[config.mk]
export PLATFORM = sky130hd
export DESIGN_NAME = cmul_pipe_flat
export DESIGN_NICKNAME = d
export VERILOG_FILES = /design/src/rtl/cmul_pkg.sv /design/src/rtl/cmul_if.sv /design/src/rtl/cmul_round_sat.sv /design/src/rtl/cmul_pipe.sv /design/src/flat_wrapper.sv
export SDC_FILE = /design/constraint.sdc
export NUM_CORES = 2
export LEC_CHECK = 0
export BUFFER_PORTS_ARGS = -buffer_cell sky130_fd_sc_hd__buf_2
export CORE_MARGIN = 5
export CORE_UTILIZATION = 50
export DETAILED_ROUTE_END_ITERATION = 6
export PLACE_DENSITY = 0.68
export SLEW_MARGIN = 20
export SYNTH_ARGS = -nofsm -noshare
export SYNTH_HDL_FRONTEND = slang
export SYNTH_HIERARCHICAL = 1
export SYNTH_SLANG_ARGS = --single-unit
[constraint.sdc]
create_clock -name clk -period 4.7 [get_ports clk]
set_clock_uncertainty 0.1 [all_clocks]
set_input_delay 0.235 -clock clk [delete_from_list [all_inputs] [get_ports clk]]
set_output_delay 0.235 -clock clk [all_outputs]
set_load 0.02 [all_outputs]
[src/rtl/cmul_pkg.sv]
// cmul_pkg: shared constants and helpers for the cmul_pipe complex multiplier.
//   N    : word width of each real/imag component
//   Q    : fraction bits of the Q-format operands and result
//   PW   : width of one full signed product (2N)
//   SW   : width of a sum of two products plus rounding headroom (2N+2)
//   RND  : round-half-up constant added before the right shift by Q
//   MAXV/MINV     : N-bit output clamp values
//   MAXV_W/MINV_W : the same limits sign-extended to SW bits for comparison
// Build option: define CMUL_SAT_EN to clamp out-of-range results (default wraps).
package cmul_pkg;

    localparam int N  = 16;
    localparam int Q  = 8;
    localparam int PW = 2 * N;
    localparam int SW = 2 * N + 2;

    localparam logic signed [SW-1:0] RND    = SW'(1) << (Q - 1);
    localparam logic signed [N-1:0]  MAXV   = {1'b0, {(N-1){1'b1}}};
    localparam logic signed [N-1:0]  MINV   = {1'b1, {(N-1){1'b0}}};
    localparam logic signed [SW-1:0] MAXV_W = {{(SW-N+1){1'b0}}, {(N-1){1'b1}}};
    localparam logic signed [SW-1:0] MINV_W = {{(SW-N+1){1'b1}}, {(N-1){1'b0}}};

    // Full-precision signed product; operands are widened first so the
    // multiply is done at PW bits and nothing is lost.
    function automatic logic signed [PW-1:0] smul(input logic signed [N-1:0] x,
                                                  input logic signed [N-1:0] y);
        logic signed [PW-1:0] xe;
        logic signed [PW-1:0] ye;
        xe = {{N{x[N-1]}}, x};
        ye = {{N{y[N-1]}}, y};
        return xe * ye;
    endfunction

    function automatic logic signed [SW-1:0] sext_p(input logic signed [PW-1:0] p);
        return {{(SW-PW){p[PW-1]}}, p};
    endfunction

endpackage

[src/rtl/cmul_if.sv]
// cmul_if: operand/result bus of cmul_pipe.
//   in_valid/in_ready   : operand handshake (a_re, a_im, b_re, b_im, conj_b)
//   out_valid/out_ready : result handshake (p_re, p_im)
//   ovf (sticky overflow flag), ovf_clr (synchronous clear)
// Handshake: a word moves across a channel on a rising clock edge where both
// valid and ready are 1. A source holds valid and its data unchanged until the
// word is taken; a sink may raise or drop ready at any time.
// master = the block feeding operands and consuming results; slave = cmul_pipe.
// Build option: CMUL_SAT_EN (affects cmul_pipe only).
interface cmul_if;

    logic                   in_valid;
    logic                   in_ready;
    logic [cmul_pkg::N-1:0] a_re;
    logic [cmul_pkg::N-1:0] a_im;
    logic [cmul_pkg::N-1:0] b_re;
    logic [cmul_pkg::N-1:0] b_im;
    logic                   conj_b;
    logic                   out_valid;
    logic                   out_ready;
    logic [cmul_pkg::N-1:0] p_re;
    logic [cmul_pkg::N-1:0] p_im;
    logic                   ovf;
    logic                   ovf_clr;

    modport master (
        output in_valid, a_re, a_im, b_re, b_im, conj_b, out_ready, ovf_clr,
        input  in_ready, out_valid, p_re, p_im, ovf
    );

    modport slave (
        input  in_valid, a_re, a_im, b_re, b_im, conj_b, out_ready, ovf_clr,
        output in_ready, out_valid, p_re, p_im, ovf
    );

endinterface

[src/rtl/cmul_round_sat.sv]
// cmul_round_sat: final reduction of one result component.
//   sum_i : SW-bit signed sum that already includes the rounding constant
//   val_o : N-bit result after arithmetic shift by Q (clamped or wrapped)
//   ovf_o : shifted value fell outside the N-bit signed range
// Build option: CMUL_SAT_EN defined -> clamp; undefined -> keep low N bits.
module cmul_round_sat
    import cmul_pkg::*;
(
    input  logic signed [SW-1:0] sum_i,
    output logic        [N-1:0]  val_o,
    output logic                 ovf_o
);

    logic signed [SW-1:0] shifted;
    logic                 too_big;
    logic                 too_small;

    always_comb begin
        shifted   = sum_i >>> Q;
        too_big   = shifted > MAXV_W;
        too_small = shifted < MINV_W;
        ovf_o     = too_big | too_small;
`ifdef CMUL_SAT_EN
        if (too_big) begin
            val_o = MAXV;
        end else if (too_small) begin
            val_o = MINV;
        end else begin
            val_o = shifted[N-1:0];
        end
`else
        val_o = shifted[N-1:0];
`endif
    end

endmodule

[src/rtl/cmul_pipe.sv]
// cmul_pipe: three-stage pipelined Q-format complex multiplier,
// P = A * B, or A * conj(B) when conj_b is set with the operands.
//   clk   : rising-edge clock
//   rst_n : asynchronous active-low reset, clears every stage
//   bus   : cmul_if.slave (operands, results, handshake, ovf/ovf_clr)
// Stages: S1 products, S2 rounded sums, S3 shift + reduce + output register.
// The whole pipe advances together on en = !out_valid | out_ready, so a
// stalled output freezes every stage and bubbles are kept in place.
// Build option: CMUL_SAT_EN selects saturating instead of wrapping results.
module cmul_pipe
    import cmul_pkg::*;
(
    input  logic   clk,
    input  logic   rst_n,
    cmul_if.slave  bus
);

    logic                 en;

    // S1
    logic                 s1_valid_q;
    logic                 conj_q;
    logic signed [PW-1:0] rr_d, ii_d, ri_d, ir_d;
    logic signed [PW-1:0] rr_q, ii_q, ri_q, ir_q;

    // S2
    logic                 s2_valid_q;
    logic signed [SW-1:0] re_sum_d, im_sum_d;
    logic signed [SW-1:0] re_sum_q, im_sum_q;

    // S3
    logic                 out_valid_q;
    logic        [N-1:0]  re_red, im_red;
    logic                 re_ovf, im_ovf;
    logic        [N-1:0]  p_re_q, p_im_q;
    logic                 ovf_d, ovf_q;

    assign en           = !out_valid_q || bus.out_ready;
    assign bus.in_ready = en;
    assign bus.out_valid = out_valid_q;
    assign bus.p_re     = p_re_q;
    assign bus.p_im     = p_im_q;
    assign bus.ovf      = ovf_q;

    always_comb begin
        rr_d = smul(bus.a_re, bus.b_re);
        ii_d = smul(bus.a_im, bus.b_im);
        ri_d = smul(bus.a_re, bus.b_im);
        ir_d = smul(bus.a_im, bus.b_re);
    end

    // Conjugation flips the sign of the b_im products rather than b_im
    // itself, so b_im = most-negative value stays exact.
    always_comb begin
        re_sum_d = '0;
        im_sum_d = '0;
        if (conj_q) begin
            re_sum_d = sext_p(rr_q) + sext_p(ii_q);
            im_sum_d = sext_p(ir_q) - sext_p(ri_q);
        end else begin
            re_sum_d = sext_p(rr_q) - sext_p(ii_q);
            im_sum_d = sext_p(ri_q) + sext_p(ir_q);
        end
        re_sum_d = re_sum_d + RND;
        im_sum_d = im_sum_d + RND;
    end

    cmul_round_sat u_rs_re (
        .sum_i (re_sum_q),
        .val_o (re_red),
        .ovf_o (re_ovf)
    );

    cmul_round_sat u_rs_im (
        .sum_i (im_sum_q),
        .val_o (im_red),
        .ovf_o (im_ovf)
    );

    // Sticky flag: a result overflowing in the same cycle as ovf_clr wins.
    always_comb begin
        ovf_d = ovf_q;
        if (bus.ovf_clr) begin
            ovf_d = 1'b0;
        end
        if (en && s2_valid_q && (re_ovf || im_ovf)) begin
            ovf_d = 1'b1;
        end
    end

    always_ff @(posedge clk or negedge rst_n) begin
        if (!rst_n) begin
            s1_valid_q  <= 1'b0;
            conj_q      <= 1'b0;
            rr_q        <= '0;
            ii_q        <= '0;
            ri_q        <= '0;
            ir_q        <= '0;
            s2_valid_q  <= 1'b0;
            re_sum_q    <= '0;
            im_sum_q    <= '0;
            out_valid_q <= 1'b0;
            p_re_q      <= '0;
            p_im_q      <= '0;
            ovf_q       <= 1'b0;
        end else begin
            ovf_q <= ovf_d;
            if (en) begin
                s1_valid_q  <= bus.in_valid;
                conj_q      <= bus.conj_b;
                rr_q        <= rr_d;
                ii_q        <= ii_d;
                ri_q        <= ri_d;
                ir_q        <= ir_d;
                s2_valid_q  <= s1_valid_q;
                re_sum_q    <= re_sum_d;
                im_sum_q    <= im_sum_d;
                out_valid_q <= s2_valid_q;
                // Keep the last real result on the bus across bubbles.
                if (s2_valid_q) begin
                    p_re_q <= re_red;
                    p_im_q <= im_red;
                end
            end
        end
    end

endmodule

[src/flat_wrapper.sv]
// flat-port wrapper written by rule: the top's interface ports become plain ports
module cmul_pipe_flat import cmul_pkg::*;
  (clk, rst_n, bus_in_valid, bus_a_re, bus_a_im, bus_b_re, bus_b_im, bus_conj_b, bus_out_ready, bus_ovf_clr, bus_in_ready, bus_out_valid, bus_p_re, bus_p_im, bus_ovf);
  cmul_if bus_i ();
  input  logic clk;
  input  logic rst_n;
  input wire logic [$bits(bus_i.in_valid)-1:0] bus_in_valid;
  input wire logic [$bits(bus_i.a_re)-1:0] bus_a_re;
  input wire logic [$bits(bus_i.a_im)-1:0] bus_a_im;
  input wire logic [$bits(bus_i.b_re)-1:0] bus_b_re;
  input wire logic [$bits(bus_i.b_im)-1:0] bus_b_im;
  input wire logic [$bits(bus_i.conj_b)-1:0] bus_conj_b;
  input wire logic [$bits(bus_i.out_ready)-1:0] bus_out_ready;
  input wire logic [$bits(bus_i.ovf_clr)-1:0] bus_ovf_clr;
  output wire logic [$bits(bus_i.in_ready)-1:0] bus_in_ready;
  output wire logic [$bits(bus_i.out_valid)-1:0] bus_out_valid;
  output wire logic [$bits(bus_i.p_re)-1:0] bus_p_re;
  output wire logic [$bits(bus_i.p_im)-1:0] bus_p_im;
  output wire logic [$bits(bus_i.ovf)-1:0] bus_ovf;
  assign bus_i.in_valid = bus_in_valid;
  assign bus_i.a_re = bus_a_re;
  assign bus_i.a_im = bus_a_im;
  assign bus_i.b_re = bus_b_re;
  assign bus_i.b_im = bus_b_im;
  assign bus_i.conj_b = bus_conj_b;
  assign bus_i.out_ready = bus_out_ready;
  assign bus_i.ovf_clr = bus_ovf_clr;
  assign bus_in_ready = bus_i.in_ready;
  assign bus_out_valid = bus_i.out_valid;
  assign bus_p_re = bus_i.p_re;
  assign bus_p_im = bus_i.p_im;
  assign bus_ovf = bus_i.ovf;
  cmul_pipe u_core (.clk(clk), .rst_n(rst_n), .bus(bus_i));
endmodule
==> run_results.csv <==
group,metric,value,unit
outcome,result_of_the_run,"finished with violations",
outcome,violations_in_the_final_reports,"setup timing",
timing,max-slew-margin-rel,0.391,
floorplanning,placement_rows,119,
global_route,antenna_found_initial,5,
timing,finalSetupViolCount,84,
worst_setup_path,r2r-start,"u_core/ri_q[4]",
yosys,synth.net_count,7426,
clock_network,cts_sinks,217,
cells_and_area,layout-drive-gt1-share,0.268,
timing,final.period_utilization,1.23,
global_route,grt_max_degree,135,
routing,first_pass_iters,6,
worst_setup_path,critical_path.most_common_cell,"fa_1",
worst_setup_path,cp_data_arrival_time,6.14,ns
worst_setup_path,timing.critical_path.slowest_stage_cell,"fa_1",
run,drv.max_cap_violation_count,0,
clock_network,tritoncts,"yes",
floorplanning,core_area,0.105,sq mm
routing,wl_per_cell,19.2,um
worst_setup_path,startpoint,"bus_a_im[5]",
clock_network,clk_pin_slew,0.07,ns
placed_design,pre_cts_ws,-2.08,ns
clock_network,clock_path_buffers,3,
worst_setup_path,cp_max_fo,8,
global_route,grt_overflow_total,0,
cells_and_area,fillers,8409,
routing,routed_wirelength,158000,um
timing,rsz0062_at_grt,"true",
floorplanning,die_area,0.112,sq mm
timing,tightestPinTransition,0.914,ns
clock_network,insertion_delay,0.58,ns
routing,drcViolationCount,0,
worst_setup_path,endpoint_type_of_the_worst_setup_path,"flip-flop",
worst_setup_path,cp_slowest_stage_delay,0.55,ns
global_route,grt_use_total,0.276,
routing,detailroute.via_count,43500,
timing,final_max_slew_viol_count,0,
routing,count_of_antenna_violating_nets_left_after_detailed_routing,0,
clock_network,h-tree-depth,1,
floorplanning,initial_core_util,0.503,
yosys,synthesis.area,0.0529,sq mm
timing,final_hold_vio_count,0,
routing,drt_first_iter_violations,2830,
cells_and_area,final_core_utilization,0.645,
placed_design,number_of_buffer_cells_added_on_primary_ports,104,
floorplanning,die_h,335,um
global_route,first_global_vias,45900,
routing,route.detailed.vias_per_inst,5.29,
placed_design,dp_hpwl,126000,um
worst_setup_path,critical_path_required,5.04,ns
timing,fin_ws,-1.10,ns
clock_network,cts_root_buffer,"clkbuf_16",
worst_hold_path,hp-class,"primary input to async pin",
yosys,syn_avg_cell_area,8.94,sq um
placed_design,routabilityCongestion,0.934,
timing,achievable-frequency,0.172,GHz
timing,fin_hold_ws,0.0904,ns
timing,shortest_clock_period_the_worst_path_allows_after_layout,5.80,ns
floorplanning,io-pin-count,105,
cells_and_area,fin_nets,8324,
clock_network,cts-buffers-inserted,24,
floorplanning,die_w,335,um
worst_setup_path,kind_of_start_point_of_the_critical_path,"primary input",
yosys,yosysWarnings,6,
cells_and_area,layout-area-overhead-vs-synth,28.3,%
global_route,grt_first_pass_wirelength,247000,um
worst_setup_path,critical_setup_path_class,"primary input to flip-flop",
yosys,post_synth_inst_count,5910,
## path summary, 6_finish.rpt
path,endpoint,slack [ns],depth (start not counted)
max,u_core/ir_q[31],-1.10,25
min,u_core/bus.p_re[3],0.09,2
max reg2reg,u_core/im_sum_q[32],-0.34,19
min reg2reg,u_core/re_sum_q[8],0.36,2
max in group asynchronous,u_core/ri_q[28],3.15,4
min in group clk,u_core/ri_q[0],0.13,4
## flip-flops by register name, summed over array words and instances (netlist names), 16 cells and up
name             cells
u_core/ii_q         32
u_core/ir_q         32
u_core/ri_q         32
u_core/rr_q         32
u_core/im_sum_q     26
u_core/re_sum_q     26
u_core/bus.p_im     16
u_core/bus.p_re     16
## layout by cell type (no fill, tap or decap), types with 24 or more instances in the layout
master and instances:
fa_1 991, o21ai_1 46, nor3_1 37, nand3_1 42
mux2_2 34, and2_4 56, buf_6 106, clkbuf_16 29
nand2b_1 39, xnor2_2 27, xor2_1 94, inv_1 1108
nor2_1 244, nand2_1 691, a21o_1 76, a21oi_2 68
xnor2_1 146, buf_12 97, buf_2 57, and2_1 445
buf_4 861, dfrtp_1 216, o21a_1 24, ha_1 331
ha_4 51, a21oi_1 168, inv_2 72, fa_2 59
o21ai_0 72
## area by class of cell
class	instances	area, sq um	area share
Timing Repair Buffer	1163	10700	0.158
Multi-Input combinational cell	4219	44700	0.659
Inverter	1183	4450	0.0656
Clock buffer	31	647	0.00954
Clock inverter	13	126	0.00186
Antenna cell	3	7.51	0.000111
Tap cell	1391	1740	0.0257
Sequential cell	217	5430	0.0801
## metal layers
metal,routed length [um],GRT usage,vias up,part of all wire
li1,-,-,19800,-
met2,75100,0.458,1447,0.48
met3,10700,0.0416,358,0.068
met1,64100,0.370,21900,0.41
met4,8080,0.100,4,0.051
met5,27,0,-,0.00017
## worst max-delay path: cells and delay by family
| family | cells | cell delay (ns) |
|---|---|---|
| xor+xnor | 1 | 0.21 |
| compound gates | 7 | 1.33 |
| simple gates | 3 | 0.48 |
| buf+inv | 7 | 0.59 |
| fa+ha+maj | 7 | 3.26 |
## per-stage QoR
step / TNS, ns / instances / cell area [sq um]
finish: -52.06 / 8220 / 67800
global route: -66.18 / 8217 / 67800
detailed placement: -114.89 / 7978 / 61900
global placement: -108.71 / 7978 / 61900
CTS: -41.13 / 8126 / 65300
floorplan: -39.16 / 5910 / 54000
## what timing repair did
action / in CTS / in global routing
setup endpoints to repair: 97 / 113
cloned: 10 / 5
hold buffers: 4 / 0
resized for setup: 376 / 428
pin swaps: 226 / 331
endpoints found under the hold margin: 136 / 0
buffers inserted: 96 / 102
Power is not shown: default switching activity piles up to over one toggle a cycle in this logic, so the estimate is an artifact.
